<file path="config.mk">
export PLATFORM = sky130hd
export DESIGN_NAME = cpu_core_param_flat
export DESIGN_NICKNAME = d
export VERILOG_FILES = /design/src/rtl/cpu_param_pkg.sv /design/src/rtl/cpu_core_param_if.sv /design/src/rtl/cpu_alu_param.sv /design/src/rtl/cpu_core_param.sv /design/src/flat_wrapper.sv
export SDC_FILE = /design/constraint.sdc
export NUM_CORES = 1
export LEC_CHECK = 0
export BUFFER_PORTS_ARGS = -buffer_cell sky130_fd_sc_hd__buf_2
export CAP_MARGIN = 40
export CORE_MARGIN = 2
export CORE_UTILIZATION = 40
export CTS_BUF_LIST = sky130_fd_sc_hd__clkbuf_4 sky130_fd_sc_hd__clkbuf_8
export CTS_CLUSTER_DIAMETER = 50
export CTS_CLUSTER_SIZE = 25
export DETAILED_ROUTE_END_ITERATION = 16
export PLACE_DENSITY = 0.6
export SYNTH_ARGS = -nofsm -noshare
export SYNTH_HDL_FRONTEND = slang
export SYNTH_SLANG_ARGS = --single-unit
</file>
<file path="constraint.sdc">
create_clock -name clk1 -period 6.7 [get_ports clk1]
set_input_delay 0.335 -clock clk1 [delete_from_list [all_inputs] [get_ports clk1]]
set_output_delay 0.335 -clock clk1 [all_outputs]
set_load 0.05 [all_outputs]
</file>
<file path="src/rtl/cpu_param_pkg.sv">
// Shared types and sizing helpers for the parametrised CPU datapath.
package cpu_param_pkg;

  typedef enum logic [3:0] {
    OP_NOP   = 4'h0,
    OP_ADD   = 4'h1,
    OP_SUB   = 4'h2,
    OP_MUL   = 4'h3,
    OP_AND   = 4'h4,
    OP_OR    = 4'h5,
    OP_XOR   = 4'h6,
    OP_SHL   = 4'h7,
    OP_SHR   = 4'h8,
    OP_CMP   = 4'h9,
    OP_LOAD  = 4'hA,
    OP_STORE = 4'hB
  } op_e;

  typedef enum logic [2:0] {
    IDLE,
    OPND,
    EXEC,
    MEMRD,
    DONE
  } state_e;

  // Operand select width; never below one bit.
  function automatic int sel_w(input int num_in);
    return (num_in < 2) ? 1 : $clog2(num_in);
  endfunction

  // Memory address width; never below one bit.
  function automatic int addr_w(input int depth);
    return (depth < 2) ? 1 : $clog2(depth);
  endfunction

endpackage

</file>
<file path="src/rtl/cpu_core_param_if.sv">
// Command handshake, operand bus and result bus of the CPU core.
interface cpu_core_param_if #(
  parameter int WIDTH  = 8,
  parameter int NUM_IN = 4
);
  import cpu_param_pkg::*;

  localparam int SEL_W = sel_w(NUM_IN);
  localparam int CMD_W = 4 + 2*SEL_W;

  logic                    cmd_valid;
  logic                    cpu_rdy;
  logic [CMD_W-1:0]        cmd_in;
  logic [NUM_IN*WIDTH-1:0] din;
  logic [2*WIDTH-1:0]      out_reg;
  logic                    zero;
  logic                    error;
  logic                    done;

  modport master (
    output cmd_valid, cmd_in, din,
    input  cpu_rdy, out_reg, zero, error, done
  );

  modport slave (
    input  cmd_valid, cmd_in, din,
    output cpu_rdy, out_reg, zero, error, done
  );

endinterface

</file>
<file path="src/rtl/cpu_alu_param.sv">
// Combinational ALU: operands zero-extended to 2*WIDTH, results wrap.
module cpu_alu_param
  import cpu_param_pkg::*;
#(
  parameter int WIDTH = 8
) (
  input  logic [WIDTH-1:0]   a,
  input  logic [WIDTH-1:0]   b,
  input  logic [3:0]         op,
  output logic [2*WIDTH-1:0] res,
  output logic               illegal
);

  localparam int RW = 2*WIDTH;

  logic [RW-1:0] ax, bx;
  logic          shift_big;

  assign ax        = RW'(a);
  assign bx        = RW'(b);
  assign shift_big = (32'(b) >= RW);

  // NOP/LOAD/STORE results are chosen by the core; they read as zero here.
  always_comb begin
    res     = '0;
    illegal = 1'b0;
    case (op)
      OP_NOP, OP_LOAD, OP_STORE: res = '0;
      OP_ADD:  res = ax + bx;
      OP_SUB:  res = ax - bx;
      OP_MUL:  res = ax * bx;
      OP_AND:  res = ax & bx;
      OP_OR:   res = ax | bx;
      OP_XOR:  res = ax ^ bx;
      OP_SHL:  res = shift_big ? '0 : (ax << b);
      OP_SHR:  res = shift_big ? '0 : (ax >> b);
      OP_CMP:  res = (a == b) ? '0 : RW'(1);
      default: illegal = 1'b1;
    endcase
  end

endmodule

</file>
<file path="src/rtl/cpu_core_param.sv">
// CPU core: command FSM, operand select, ALU and result-width memory.
module cpu_core_param
  import cpu_param_pkg::*;
#(
  parameter int WIDTH     = 8,
  parameter int NUM_IN    = 4,
  parameter int MEM_DEPTH = 16
) (
  input  logic            clk1,
  input  logic            reset1,
  cpu_core_param_if.slave bus
);

  localparam int SEL_W  = sel_w(NUM_IN);
  localparam int ADDR_W = addr_w(MEM_DEPTH);
  localparam int RW     = 2*WIDTH;

  state_e              state_q, state_d;
  logic [3:0]          op_q;
  logic [SEL_W-1:0]    sel_a_q, sel_b_q;
  logic [WIDTH-1:0]    a_q, b_q;
  logic [RW-1:0]       out_q;
  logic                zero_q, error_q;
  logic [ADDR_W-1:0]   rd_addr_q;
  logic                rd_ok_q;
  logic [RW-1:0]       mem [MEM_DEPTH];

  logic [WIDTH-1:0]    ch [NUM_IN];
  logic [WIDTH-1:0]    opnd_a, opnd_b;
  logic [RW-1:0]       alu_res;
  logic                alu_ill;
  logic                in_range;

  for (genvar k = 0; k < NUM_IN; k++) begin : g_ch
    assign ch[k] = bus.din[k*WIDTH +: WIDTH];
  end

  // Selects outside the channel count read as zero.
  assign opnd_a   = (32'(sel_a_q) < NUM_IN) ? ch[sel_a_q] : '0;
  assign opnd_b   = (32'(sel_b_q) < NUM_IN) ? ch[sel_b_q] : '0;
  assign in_range = (32'(a_q) < MEM_DEPTH);

  assign bus.cpu_rdy = (state_q == IDLE);
  assign bus.done    = (state_q == DONE);
  assign bus.out_reg = out_q;
  assign bus.zero    = zero_q;
  assign bus.error   = error_q;

  cpu_alu_param #(.WIDTH(WIDTH)) u_alu (
    .a       (a_q),
    .b       (b_q),
    .op      (op_q),
    .res     (alu_res),
    .illegal (alu_ill)
  );

  // State register.
  always_ff @(posedge clk1 or posedge reset1) begin
    if (reset1) state_q <= IDLE;
    else        state_q <= state_d;
  end

  // Next-state: LOAD detours through MEMRD for the synchronous read.
  always_comb begin
    state_d = state_q;
    case (state_q)
      IDLE:    if (bus.cmd_valid) state_d = OPND;
      OPND:    state_d = EXEC;
      EXEC:    state_d = (op_q == OP_LOAD) ? MEMRD : DONE;
      MEMRD:   state_d = DONE;
      DONE:    state_d = IDLE;
      default: state_d = IDLE;
    endcase
  end

  // Command/operand capture and result registers.
  always_ff @(posedge clk1 or posedge reset1) begin
    if (reset1) begin
      op_q      <= '0;
      sel_a_q   <= '0;
      sel_b_q   <= '0;
      a_q       <= '0;
      b_q       <= '0;
      out_q     <= '0;
      zero_q    <= 1'b0;
      error_q   <= 1'b0;
      rd_addr_q <= '0;
      rd_ok_q   <= 1'b0;
    end else begin
      case (state_q)
        IDLE: if (bus.cmd_valid) begin
          op_q    <= bus.cmd_in[3:0];
          sel_a_q <= bus.cmd_in[4 +: SEL_W];
          sel_b_q <= bus.cmd_in[4+SEL_W +: SEL_W];
        end
        OPND: begin
          a_q <= opnd_a;
          b_q <= opnd_b;
        end
        EXEC: begin
          if (op_q == OP_NOP) begin
            zero_q  <= (out_q == '0);
            error_q <= 1'b0;
          end else if (op_q == OP_LOAD) begin
            rd_addr_q <= a_q[ADDR_W-1:0];
            rd_ok_q   <= in_range;
          end else if (op_q == OP_STORE) begin
            error_q <= !in_range;
          end else begin
            out_q   <= alu_res;
            zero_q  <= alu_ill | (alu_res == '0);
            error_q <= alu_ill;
          end
        end
        MEMRD: begin
          out_q   <= rd_ok_q ? mem[rd_addr_q] : '0;
          zero_q  <= rd_ok_q ? (mem[rd_addr_q] == '0) : 1'b1;
          error_q <= !rd_ok_q;
        end
        default: ;
      endcase
    end
  end

  // Memory write on the EXEC->DONE edge of an in-range STORE; contents survive reset.
  always_ff @(posedge clk1) begin
    if (!reset1 && state_q == EXEC && op_q == OP_STORE && in_range)
      mem[a_q[ADDR_W-1:0]] <= out_q;
  end

endmodule

</file>
<file path="src/flat_wrapper.sv">
// flat-port wrapper written by rule: the top's interface ports become plain ports
module cpu_core_param_flat import cpu_param_pkg::*;
#(
  parameter int WIDTH     = 8,
  parameter int NUM_IN    = 4,
  parameter int MEM_DEPTH = 16
)
  (clk1, reset1, bus_cmd_valid, bus_cmd_in, bus_din, bus_cpu_rdy, bus_out_reg, bus_zero, bus_error, bus_done);
  cpu_core_param_if #(.WIDTH(WIDTH), .NUM_IN(NUM_IN)) bus_i ();
  input  logic clk1;
  input  logic reset1;
  input wire logic [$bits(bus_i.cmd_valid)-1:0] bus_cmd_valid;
  input wire logic [$bits(bus_i.cmd_in)-1:0] bus_cmd_in;
  input wire logic [$bits(bus_i.din)-1:0] bus_din;
  output wire logic [$bits(bus_i.cpu_rdy)-1:0] bus_cpu_rdy;
  output wire logic [$bits(bus_i.out_reg)-1:0] bus_out_reg;
  output wire logic [$bits(bus_i.zero)-1:0] bus_zero;
  output wire logic [$bits(bus_i.error)-1:0] bus_error;
  output wire logic [$bits(bus_i.done)-1:0] bus_done;
  assign bus_i.cmd_valid = bus_cmd_valid;
  assign bus_i.cmd_in = bus_cmd_in;
  assign bus_i.din = bus_din;
  assign bus_cpu_rdy = bus_i.cpu_rdy;
  assign bus_out_reg = bus_i.out_reg;
  assign bus_zero = bus_i.zero;
  assign bus_error = bus_i.error;
  assign bus_done = bus_i.done;
  cpu_core_param #(.WIDTH(WIDTH), .NUM_IN(NUM_IN), .MEM_DEPTH(MEM_DEPTH)) u_core (.clk1(clk1), .reset1(reset1), .bus(bus_i));
endmodule
</file>
* Yosys cells after proc, flatten, opt, wreduce, memory -nomap -nowiden *
Memories as Yosys holds them, arrays and structs flattened.
Cells that the tools add are included.

storage, ports and cells
  bits in registers = 50
  memory bits (writable) = 256
  input bits = 43
  output and inout bits = 20
  word-level logic and storage cells = 98
  memories = 1

memories
  name        words  bits a word  read ports  clocked after memory_dff  wr ports  RTL line              text
  u_core.mem  16     16           1           0                         1         cpu_core_param.sv:26  logic [RW-1:0] mem [MEM_DEPTH];

operators by class
  add/subtract/negate cells = 2
  $mul = 1
  $lt $le $gt $ge = 4
  equality and inequality tests = 22
  shift operators = 2
  mux-type cells = 30
  bitwise logic cells = 7
  reductions and logical operators = 18

operators by type and width
  operator                                                     number
  case mux 16 bit (9 select lines)                             1
  two-way mux 16 bit                                           6
  zero test 16 bit                                             3
  binary-select mux 8 bit (select 2 bit)                       2
  two-way mux 8 bit                                            4
  case mux 16 bit (2 select lines)                             1
  equality test 4 x 3 -> 1 bit (second input constant)         4
  equality test 4 bit (second input constant)                  4
  multiplier 8 x 8 -> 16 bit                                   1
  << shifter 8 x 8 -> 16 bit                                   1
  right shift 8 x 8 -> 16 bit                                  1
  case mux 3 bit (4 select lines)                              1
  OR reduction 12 bit                                          1
  two-way mux 1 bit                                            11
  adder 8 x 8 -> 9 bit                                         1
  subtractor 8 x 8 -> 9 bit                                    1
  bitwise AND 8 bit                                            1
  equality test 4 x 2 -> 1 bit (second input constant)         2
  equality test 8 bit                                          1
  >= comparator 8 x 5 -> 1 bit (second input constant)         1
  less-than comparator 8 x 5 -> 1 bit (second input constant)  1
  != test 2 bit (second input constant)                        4
  OR 8 bit                                                     1
  bitwise XOR 8 bit                                            1
  other kinds (20)                                             31

* Depth between registers and ports, before layout *
Gate-level depths: netlist of run 1.

  word-level depth = 9
  gate-level depth with buffers = 20

* Hierarchy *
Synthesis of run 1 repeated with hierarchy kept, for this count alone.

second synthesis, totals
  cells, all modules = 1170
  area total of the unflattened synthesis = 16303.1 um2

modules (own cells, without submodules)
  module          instances  cells an instance  area an instance (um2)
  cpu_core_param  1          623                12228.0
  cpu_alu_param   1          547                4075.2

* Worst setup path before layout of run 1 *
Ideal clock, no wire load.

  path kind = register to register
  from = register u_core.b_q[2]
  to = register u_core.zero_q, in the netlist u_core.bus.zero
  library setup time = 0.074 ns
  arrival time = 5.043 ns
  required time = 6.626 ns
  setup slack = 1.583 ns
  cell stages (with the launch flop) = 21
  buffers on the path = 3
  cells stage by stage = dfrtp_1 -> clkbuf_1 -> clkbuf_1 -> clkbuf_1 -> nand2_1 -> fa_1 -> fa_1 -> inv_1 -> fa_1 -> inv_1 -> fa_1 -> inv_1 -> ha_1 -> o21ai_0 -> o21ai_0 -> a31oi_1 -> xnor2_1 -> a221o_1 -> a211oi_1 -> nand4_1 -> o21ai_2

on the way
  word-level cells in the longest chain between the ends = 9
  elaborated cells between the ends (all ways) = 20

ends and longest elaborated chain
  what                                                                                RTL line               text
  start, declared                                                                     cpu_core_param.sv:21   logic [WIDTH-1:0] a_q, b_q;
  start signal, assigned                                                              cpu_core_param.sv:98   b_q <= opnd_b;
  parallel branches: the longest is 2 deep, another holds multiplier 8 x 8 -> 16 bit  --
  case mux 16 bit (9 select lines) (*)                                                cpu_alu_param.sv:27    case (op)
  zero test 16 bit (*)                                                                cpu_core_param.sv:111  zero_q <= alu_ill | (alu_res == '0);
  OR 1 bit (*)                                                                        cpu_core_param.sv:111
  two-way mux 1 bit (*)                                                               cpu_core_param.sv:107  end else if (op_q == OP_STORE) begin
  two-way mux 1 bit (*)                                                               cpu_core_param.sv:104  end else if (op_q == OP_LOAD) begin
  two-way mux 1 bit (*)                                                               cpu_core_param.sv:101  if (op_q == OP_NOP) begin
  case mux 1 bit (2 select lines) (*)                                                 cpu_core_param.sv:90   case (state_q)
  end signal, assigned                                                                cpu_core_param.sv:102  zero_q <= (out_q == '0);
  end signal, assigned                                                                cpu_core_param.sv:111
  end signal, assigned                                                                cpu_core_param.sv:117  zero_q <= rd_ok_q ? (mem[rd_addr_q] == '0) : 1'b1;
  end, declared                                                                       cpu_core_param.sv:23   logic zero_q, error_q;

Every way passes the cells marked *. The select of a mux whose other input is x is not followed.
A chain may end at the register's enable or synchronous reset.

* Worst setup path in the final report of run 1 *
  from = register u_core.a_q[3]
  to = register u_core.zero_q, in the netlist u_core.bus.zero

on the way
  word-level cells in the longest chain between the ends = 9
  elaborated cells between the ends (all ways) = 19

ends and longest elaborated chain
  what                                                                                RTL line               text
  start, declared                                                                     cpu_core_param.sv:21
  start signal, assigned                                                              cpu_core_param.sv:97   a_q <= opnd_a;
  parallel branches: the longest is 2 deep, another holds multiplier 8 x 8 -> 16 bit  --
  case mux 16 bit (9 select lines) (*)                                                cpu_alu_param.sv:27
  zero test 16 bit (*)                                                                cpu_core_param.sv:111
  OR 1 bit (*)                                                                        cpu_core_param.sv:111
  two-way mux 1 bit (*)                                                               cpu_core_param.sv:107
  two-way mux 1 bit (*)                                                               cpu_core_param.sv:104
  two-way mux 1 bit (*)                                                               cpu_core_param.sv:101
  case mux 1 bit (2 select lines) (*)                                                 cpu_core_param.sv:90

Marks and branches as above.

==> impl_metrics.json, run 1 <==
{
  "worst_slew_pin_slew_ns": 0.895,
  "port_buffers": 62,
  "setup_tns_ns": 0,
  "crit_slowest_cell": "dfrtp_1",
  "cts_tree": "yes",
  "post-route-util_pct": 45.3,
  "layout_commonest_cell": "edfxtp_1",
  "power_density_nw_per_um2": 521,
  "path_buf_inv": 3,
  "cp_top_family": "adder cells",
  "cts_resized": 0,
  "design_area_sq_um": 18400,
  "routed_wirelength_mm": 44.8,
  "ys_warn_count": 0,
  "critPathMaxFanout": 17,
  "cp_slowest_stage_delay_ns": 0.88,
  "drive_gt1_share_pct": 22.1,
  "cpMostUsedCell": "fa_1",
  "h-tree-depth": 1,
  "critPathKind": "reg2reg",
  "syn_area_sq_um": 16500,
  "core_sq_um": 40700,
  "grt_setup_unrepaired": "no",
  "placed_area_sq_um": 17500,
  "vias": 10600,
  "yosysUniqueCellTypes": 74,
  "postSynthCellCount": 1175,
  "run_status": "finished, final reports clean",
  "min_path_type": "in2reg",
  "hpwl_mm": 30.5,
  "nets": 1388,
  "cts_made_buffers": 30,
  "ir_drop_mv": 0.332,
  "rrSetupSlack_ns": 0.73,
  "ys.flop_type": "edfxtp_1",
  "clk_latency_ns": 0.65,
  "fill_cells": 3654,
  "grt_overflow_total": 0,
  "slew_headroom_pct": 40.3,
  "cts_sinks": 306,
  "ios": 63,
  "final_cell_mix": "edfxtp_1, nor2_1, mux4_2",
  "place.gp.congestion": 0.933,
  "dieWidth_um": 207,
  "crit_path_end_kind": "flip-flop",
  "fmax_mhz": 168,
  "num_rows": 74,
  "cts_buffer_depth": 3,
  "area_growth_pct": 11.9,
  "fin_crit_ns": 5.97,
  "diodes": 0,
  "grt_max_degree": 38,
  "start_util_pct": 40.5,
  "maxCapViolations": 0,
  "ys_ff_latch": 306,
  "syn-num-nets": 1316,
  "wire_per_inst_um": 24.8,
  "leakage_uw": 0.00665,
  "syn_avg_cell_area_sq_um": 14.0,
  "finalSetupViolCount": 0,
  "antenna_found_initial": 0,
  "die_h_um": 207,
  "required_ns": 7.28,
  "synth_edf_count": 256,
  "largest_reg_flops": 256,
  "async_reset_ff_share_pct": 16.3,
  "grt_usage_pct": 20.9,
  "clock_skew_ns": 0.0294,
  "drc_errors": 0,
  "grt_pass1_vias": 10900,
  "final_antenna_net_count": 0,
  "hold_violations": 0,
  "grt_first_pass_wirelength_mm": 68.1,
  "first_pass_iters": 5,
  "seqCellArea_sq_um": 8940,
  "fin_total_pwr_uw": 9610,
  "viasPerCell": 5.86,
  "multi_input_area_sq_um": 7010,
  "period_share_pct": 89.1,
  "slew_viol_final": 0,
  "ys_seq_area_share_pct": 54.2,
  "dieArea_sq_um": 42800,
  "drt_iter0_markers": 1048,
  "cp.arrival_ns": 6.55,
  "cp_cell_sequence": "clkinv_1, nor2_1, fa_1, fa_1, fa_1, inv_1, fa_1, inv_1, ha_1, or2_2, a21o_1, a31oi_1, xnor2_1, a221o_1, a211oi_1, nand4_1, o21ai_2",
  "root_buffer": "clkbuf_8",
  "cp-start-kind": "flip-flop",
  "clk_transition_reported_paths_ns": 0.11
}
-- Yosys cell counts (all sizes together) (5+ instances only) --
| library cell | n | area (sq um) |
|---|---|---|
| or4 | 5 | 37.5 |
| buf | 12 | 73.8 |
| dfrtp | 50 | 1250 |
| ha | 60 | 751 |
| nor2 | 105 | 394 |
| nand2 | 66 | 248 |
| nor3 | 26 | 130 |
| mux2i | 17 | 170 |
| fa | 38 | 761 |
| nor3b | 8 | 60.1 |
| clkinv | 6 | 22.5 |
| a21oi | 40 | 200 |
| nand3 | 12 | 60.1 |
| xnor2 | 6 | 52.6 |
| and2 | 11 | 68.8 |
| mux4 | 101 | 2350 |
| o22ai | 9 | 56.3 |
| nor4 | 16 | 106 |
| inv | 69 | 259 |
| a22oi | 11 | 82.6 |
| a31oi | 13 | 81.3 |
| mux2 | 12 | 135 |
| o21ai | 40 | 204 |
| edfxtp | 256 | 7690 |
| or3 | 7 | 43.8 |
| a21o | 10 | 75.1 |
| nand4 | 9 | 56.3 |
| a2bb2oi | 6 | 52.6 |
| a211oi | 11 | 82.6 |
| xor2 | 6 | 52.6 |
| clkbuf | 58 | 248 |
| nand2b | 16 | 100 |
-- final cells by class --
cell class	count	area share, %
tap	532	3.61
sequential	306	48.5
timing repair buffer	110	3.95
inverter	75	1.53
multi-input combinational	724	38.0
clock inverter	25	2.12
clock buffer	31	2.31
-- power breakdown --
group          switching (uW)  internal, uW
Clock                     850           616
Sequential                609          2450
Combinational            3080          2020
-- routing by layer --
metal,vias to the layer above,wire length (um),GRT usage [%]
met2,392,21300,34.1
met4,0,1620,7.81
met3,81,3370,4.11
met5,-,0,0
met1,5416,18500,27.8
li1,4673,-,-
-- metrics by stage --
| step | hold WS (ns) | instances | setup WS, ns |
|---|---|---|---|
| after floorplan | 0.468 | 1175 | 1.58 |
| after global placement | 0.425 | 1732 | 0.917 |
| after detailed placement | 0.428 | 1737 | 0.891 |
| after CTS | 0.111 | 1803 | 0.846 |
| after global routing | 0.164 | 1803 | 0.376 |
| final | 0.147 | 1803 | 0.732 |
-- repair_timing --
item                                    4_1_cts  5_1_grt
endpoints found under the setup margin        0        0
setup buffers                                 0        0
hold buffers                                 10        0
endpoints found under the hold margin        30        0
-- tightest hold or removal path: stages --
cell	delay, ns
buf_2	0.08
mux4_2	0.22
nand2_1	0.05
o21ai_0	0.06
-- worst paths after layout --
path | start | end | cells past startpoint
min | bus_din[24] | u_core.b_q[0] | 4
max in group asynchronous | reset1 | u_core.rd_addr_q[0] | 4
max | u_core.a_q[3] | u_core.bus.zero | 17
max reg2reg | u_core.a_q[3] | u_core.bus.zero | 17
min in group asynchronous | reset1 | u_core.op_q[0] | 3
min reg2reg | u_core.rd_addr_q[3] | u_core.rd_addr_q[3] | 2
-- logic make-up after synthesis --
kind of cell / share of synthesized area, %
DFF: 54.2
and+or+nand+nor: 8.96
AOI/OAI and AO/OA: 7.26
buffers and inverters: 3.66
muxes: 16.1
adders and majority gates: 9.17
xor gates and xnor gates: 0.638
No activity file was read; power rests on OpenSTA's default activity.
==> run 2, diff against run 1 <==
--- a/config.mk
+++ b/config.mk
@@ -14,6 +14,7 @@
 export CTS_CLUSTER_SIZE = 25
 export DETAILED_ROUTE_END_ITERATION = 16
 export PLACE_DENSITY = 0.6
+export RECOVER_POWER = 50
 export SYNTH_ARGS = -nofsm -noshare
 export SYNTH_HDL_FRONTEND = slang
 export SYNTH_SLANG_ARGS = --single-unit
==> constraint.sdc (replaced) <==
create_clock -name clk1 -period 6.5 [get_ports clk1]
set_input_delay 0.325 -clock clk1 [delete_from_list [all_inputs] [get_ports clk1]]
set_output_delay 0.325 -clock clk1 [all_outputs]
set_load 0.05 [all_outputs]
==> impl_metrics.json, run 2 (synthesized netlist as in run 1, its figures left out) <==
{
  "cts_buffer_depth": 3,
  "vias": 10700,
  "start_util_pct": 40.5,
  "critPathLaunch": "u_core.a_q[1]",
  "pwr-share-seq_pct": 31.3,
  "min_path_type": "in2reg",
  "root_buffer": "clkbuf_8",
  "layout_setup_ws_ns": 0.852,
  "crit_path_end_kind": "flip-flop",
  "drt_iter0_markers": 1003,
  "dieWidth_um": 207,
  "min-delay-start": "bus_din[0]",
  "num_rows": 74,
  "placedCellCount": 1740,
  "wl_met3_mm": 2.76,
  "nets": 1392,
  "area_growth_pct": 11.9,
  "cp-start-kind": "flip-flop",
  "cts_tree": "yes",
  "cp.arrival_ns": 6.19,
  "h-tree-depth": 1,
  "core_sq_um": 40700,
  "antenna_found_initial": 1,
  "worst_r2r_path_depth": 17,
  "grt_pass1_vias": 10800,
  "die_h_um": 207,
  "p_switching_uw": 4680,
  "clk_latency_ns": 0.63,
  "final_cell_mix": "edfxtp_1, nor2_1, mux4_2",
  "intPower_uw": 5210,
  "finalSetupViolCount": 0,
  "port_buffers": 62,
  "maxCapViolations": 1,
  "clkPwrFrac_pct": 14.8,
  "clk_transition_reported_paths_ns": 0.11,
  "wire_per_inst_um": 24.9,
  "slew_viol_final": 51,
  "clock_skew_ns": 0.0319,
  "first_pass_iters": 5,
  "dr_wl_met2_mm": 21.6,
  "hold_violations": 0,
  "fin_crit_ns": 5.65,
  "routed_wirelength_mm": 44.9,
  "grt_overflow_total": 0,
  "rr_endpoint": "u_core.bus.zero",
  "setup_tns_ns": 0,
  "worst_slew_pin_slew_ns": 2.88,
  "drt-met1-wl_mm": 19.0,
  "ir_drop_mv": 0.338,
  "required_ns": 7.05,
  "critPathKind": "reg2reg",
  "final_antenna_net_count": 0,
  "critPathMaxFanout": 14,
  "diodes": 0,
  "fmax_mhz": 177,
  "period_share_pct": 86.9,
  "swShare_pct": 47.3,
  "cts_made_buffers": 31,
  "fin_cells": 1806,
  "min_to": "u_core.b_q[0]",
  "drc_errors": 0,
  "run_status": "finished with violations",
  "slew_headroom_pct": -92.0,
  "drive_gt1_share_pct": 21.8,
  "whs_ns": 0.135,
  "hpwl_mm": 30.6,
  "power_density_nw_per_um2": 537,
  "cts_sinks": 306,
  "layout_commonest_cell": "edfxtp_1",
  "worstHoldPathCells": 4,
  "viasPerCell": 5.92,
  "leakage_uw": 0.00663,
  "grt_setup_unrepaired": "no",
  "violations": "capacitance limit, slew limit",
  "dieArea_sq_um": 42800,
  "ios": 63,
  "detailedPlace.worstSlack_ns": 0.966,
  "grt_usage_pct": 21.0,
  "place.gp.congestion": 0.956,
  "grt_max_degree": 51,
  "largest_reg_flops": 256,
  "combinationalPowerShare_pct": 53.9,
  "r2r_start": "u_core.a_q[1]",
  "rrSetupSlack_ns": 0.85,
  "fin_total_pwr_uw": 9900,
  "top_layer_used": "met4",
  "grt_first_pass_wirelength_mm": 68.3
}
[run 2: cell types whose count changed in the layout (fill, tap and decap cells not counted), moves of 2 or more]
cell	change
clkinv_1	+2
clkinv_8	+4
buf_2	-2
buf_4	+2
clkinv_4	+3
clkbuf_1	+3
buf_6	-2
inv_6	-4
[run 2: worst max-delay path: stages (launching register included)]
cell      delay [ns]
dfrtp_1         0.74
clkinv_1        0.57
nor2_1          0.26
fa_1            0.47
fa_1            0.47
fa_1            0.50
inv_1           0.05
fa_1            0.48
inv_1           0.05
ha_1            0.30
or2_2           0.31
a21o_1          0.21
a31oi_1         0.20
xnor2_1         0.10
a221o_1         0.38
a211oi_1        0.18
nand4_1         0.15
o21ai_2         0.15
[run 2: cell type report]
type / instances / area, sq um
inverters: 75 / 282
flip-flops and latches: 306 / 8940
well taps: 532 / 666
clock buffers: 31 / 427
repair buffers: 113 / 733
fillers: 3615 / 22300
multi-input cells: 724 / 7020
clock inverters: 25 / 372
[run 2: power groups by stage]
stage | clock network [uW] | logic (uW) | registers [uW]
floorplan | 0 | 3730 | 3010
global placement | 0 | 5210 | 3120
detailed placement | 0 | 5240 | 3140
CTS | 1490 | 5300 | 3100
global route | 1560 | 5890 | 3160
finish | 1460 | 5330 | 3100
[run 2: metal layers]
metal	vias to the layer above	track usage [%]
met4	0	6.85
met3	95	2.56
met2	398	34.7
met5	-	0
li1	4677	-
met1	5525	28.9
[run 2: stage by stage]
step                utilization [%]  cell area (sq um)
detailed placement             43.1              17500
finish                         45.3              18400
CTS                            45.3              18400
floorplan                         -              16500
global route                   45.3              18400
global placement               42.9              17500
[run 2: what timing repair did]
action	CTS	global route
hold endpoints to repair	59	0
hold buffers	10	0
gates resized for setup	0	0
buffers inserted	0	0
[run 2: how the worst max path moves through the flow]
stage | endpoint | slack, ns | cells past startpoint
finish | u_core.bus.zero | 0.85 | 17
global route | u_core.bus.zero | 0.46 | 17
CTS | u_core.bus.zero | 0.90 | 17
detailed placement | u_core.bus.zero | 0.97 | 17
global placement | u_core.bus.out_reg[15] | 1.01 | 17
floorplan | u_core.bus.zero | 1.38 | 20
==> run 3, diff against run 2 <==
--- a/config.mk
+++ b/config.mk
@@ -7,6 +7,7 @@
 export LEC_CHECK = 0
 export BUFFER_PORTS_ARGS = -buffer_cell sky130_fd_sc_hd__buf_2
 export CAP_MARGIN = 40
+export CORE_ASPECT_RATIO = 1.2
 export CORE_MARGIN = 2
 export CORE_UTILIZATION = 40
 export CTS_BUF_LIST = sky130_fd_sc_hd__clkbuf_4 sky130_fd_sc_hd__clkbuf_8
@@ -15,6 +16,7 @@
 export DETAILED_ROUTE_END_ITERATION = 16
 export PLACE_DENSITY = 0.6
 export RECOVER_POWER = 50
+export SETUP_SLACK_MARGIN = 0.1
 export SYNTH_ARGS = -nofsm -noshare
 export SYNTH_HDL_FRONTEND = slang
 export SYNTH_SLANG_ARGS = --single-unit
==> impl_metrics.json, run 3 (synthesized netlist as in run 1, its figures left out) <==
{
  "min-delay-start": "bus_din[30]",
  "layout_commonest_cell": "edfxtp_1",
  "cp.arrival_ns": 6.18,
  "min_path_type": "in2reg",
  "critPathMaxFanout": 17,
  "dieArea_sq_um": 42900,
  "wire_per_inst_um": 25.4,
  "post-cts-setup-buffer-count": 0,
  "diodes": 0,
  "maxCapViolations": 1,
  "first_pass_iters": 7,
  "port_buffers": 62,
  "clkPwrFrac_pct": 14.1,
  "combinationalPowerShare_pct": 54.3,
  "top_layer_used": "met4",
  "cts_buffer_depth": 3,
  "cts_resized": 0,
  "drive_gt1_share_pct": 21.7,
  "crit_path_end_kind": "flip-flop",
  "h-tree-depth": 1,
  "grt_max_degree": 51,
  "fmax_mhz": 178,
  "dieWidth_um": 189,
  "layout_setup_ws_ns": 0.887,
  "worst_r2r_path_depth": 17,
  "cts_sinks": 306,
  "swShare_pct": 47.4,
  "power_density_nw_per_um2": 532,
  "worst_slew_pin_slew_ns": 3.04,
  "wl_met3_mm": 2.58,
  "hpwl_mm": 31.1,
  "num_rows": 81,
  "drc_errors": 0,
  "intPower_uw": 5150,
  "leakage_uw": 0.00661,
  "cp-start-kind": "flip-flop",
  "drt_iter0_markers": 1006,
  "die_h_um": 226,
  "nets": 1390,
  "clk_transition_reported_paths_ns": 0.10,
  "p_switching_uw": 4650,
  "clock_skew_ns": 0.0273,
  "area_growth_pct": 11.7,
  "rrSetupSlack_ns": 0.89,
  "final_antenna_net_count": 0,
  "violations": "capacitance limit, slew limit",
  "ios": 63,
  "critPathKind": "reg2reg",
  "core_sq_um": 40700,
  "detailedPlace.worstSlack_ns": 0.987,
  "grt_overflow_total": 0,
  "finalSetupViolCount": 0,
  "worstHoldPathCells": 4,
  "root_buffer": "clkbuf_8",
  "grt_setup_unrepaired": "no",
  "cts_made_buffers": 29,
  "grt_first_pass_wirelength_mm": 68.7,
  "slew_viol_final": 51,
  "final_cell_mix": "edfxtp_1, nor2_1, mux4_2",
  "cts_tree": "yes",
  "grt_usage_pct": 21.6,
  "slew_headroom_pct": -103,
  "setup_tns_ns": 0,
  "vias": 10700,
  "start_util_pct": 40.5,
  "viasPerCell": 5.89,
  "pwr-share-seq_pct": 31.5,
  "routed_wirelength_mm": 45.9,
  "drt-met1-wl_mm": 18.3,
  "min_to": "u_core.a_q[6]",
  "dr_wl_met2_mm": 22.6,
  "place.gp.congestion": 0.928,
  "rr_endpoint": "u_core.bus.zero",
  "clk_latency_ns": 0.65,
  "largest_reg_flops": 256,
  "grt_pass1_vias": 10900,
  "r2r_start": "u_core.a_q[2]",
  "hold_violations": 0,
  "ir_drop_mv": 0.328,
  "period_share_pct": 86.4,
  "run_status": "finished with violations",
  "antenna_found_initial": 0,
  "required_ns": 7.07,
  "fin_crit_ns": 5.61
}
## run 3: worst max-delay path, cell delays in order (launching register included)
cell,delay [ns]
dfrtp_1,0.78
clkinv_1,0.51
nor2_1,0.26
fa_1,0.46
fa_1,0.47
fa_1,0.50
inv_1,0.05
fa_1,0.47
inv_1,0.04
ha_1,0.29
or2_2,0.30
a21o_1,0.22
a31oi_1,0.22
xnor2_1,0.10
a221o_1,0.38
a211oi_1,0.21
nand4_1,0.15
o21ai_2,0.15
## run 3: cell type report
type | count | area (sq um)
clock buffer | 29 | 399
clock inverter | 23 | 315
sequential | 306 | 8940
tap | 539 | 674
multi-input combinational | 724 | 7020
timing repair buffer | 113 | 772
inverter | 75 | 282
fill | 3709 | 22300
## run 3: how the worst max path moves through the flow
stage / startpoint / to / slack [ns] / cells after the start
floorplan: u_core.b_q[2] / u_core.bus.zero / 1.38 / 20
global placement: u_core.b_q[3] / u_core.bus.out_reg[15] / 1.00 / 17
detailed placement: u_core.b_q[3] / u_core.bus.zero / 0.99 / 17
CTS: u_core.a_q[2] / u_core.bus.zero / 0.96 / 17
global route: u_core.b_q[3] / u_core.bus.out_reg[15] / 0.57 / 17
finish: u_core.a_q[2] / u_core.bus.zero / 0.89 / 17
## run 3: per-layer routing
metal	vias up	track usage, %
met1	5501	27.0
met3	115	3.20
li1	4663	-
met5	-	0
met4	0	10.4
met2	377	36.9
## run 3: power by group through the flow
stage	clock network, uW	registers [uW]	logic (uW)
finish	1380	3090	5320
global route	1480	3150	5870
CTS	1420	3090	5310
detailed placement	0	3130	5270
global placement	0	3140	5220
floorplan	0	3010	3730
## run 3: per-stage QoR
stage               hold WS, ns  instances  utilization, %  power [uW]  area, sq um
floorplan                 0.468       1175               -        6740        16500
global placement          0.512       1742            43.0        8350        17500
finish                    0.137       1809            45.2        9800        18400
CTS                       0.108       1809            45.2        9820        18400
global route              0.143       1809            45.2       10500        18400
detailed placement        0.524       1747            43.2        8400        17600
## run 3: repair_timing
action	CTS	global route
setup endpoints to repair	0	0
hold buffers	10	0
hold endpoints to repair	59	0
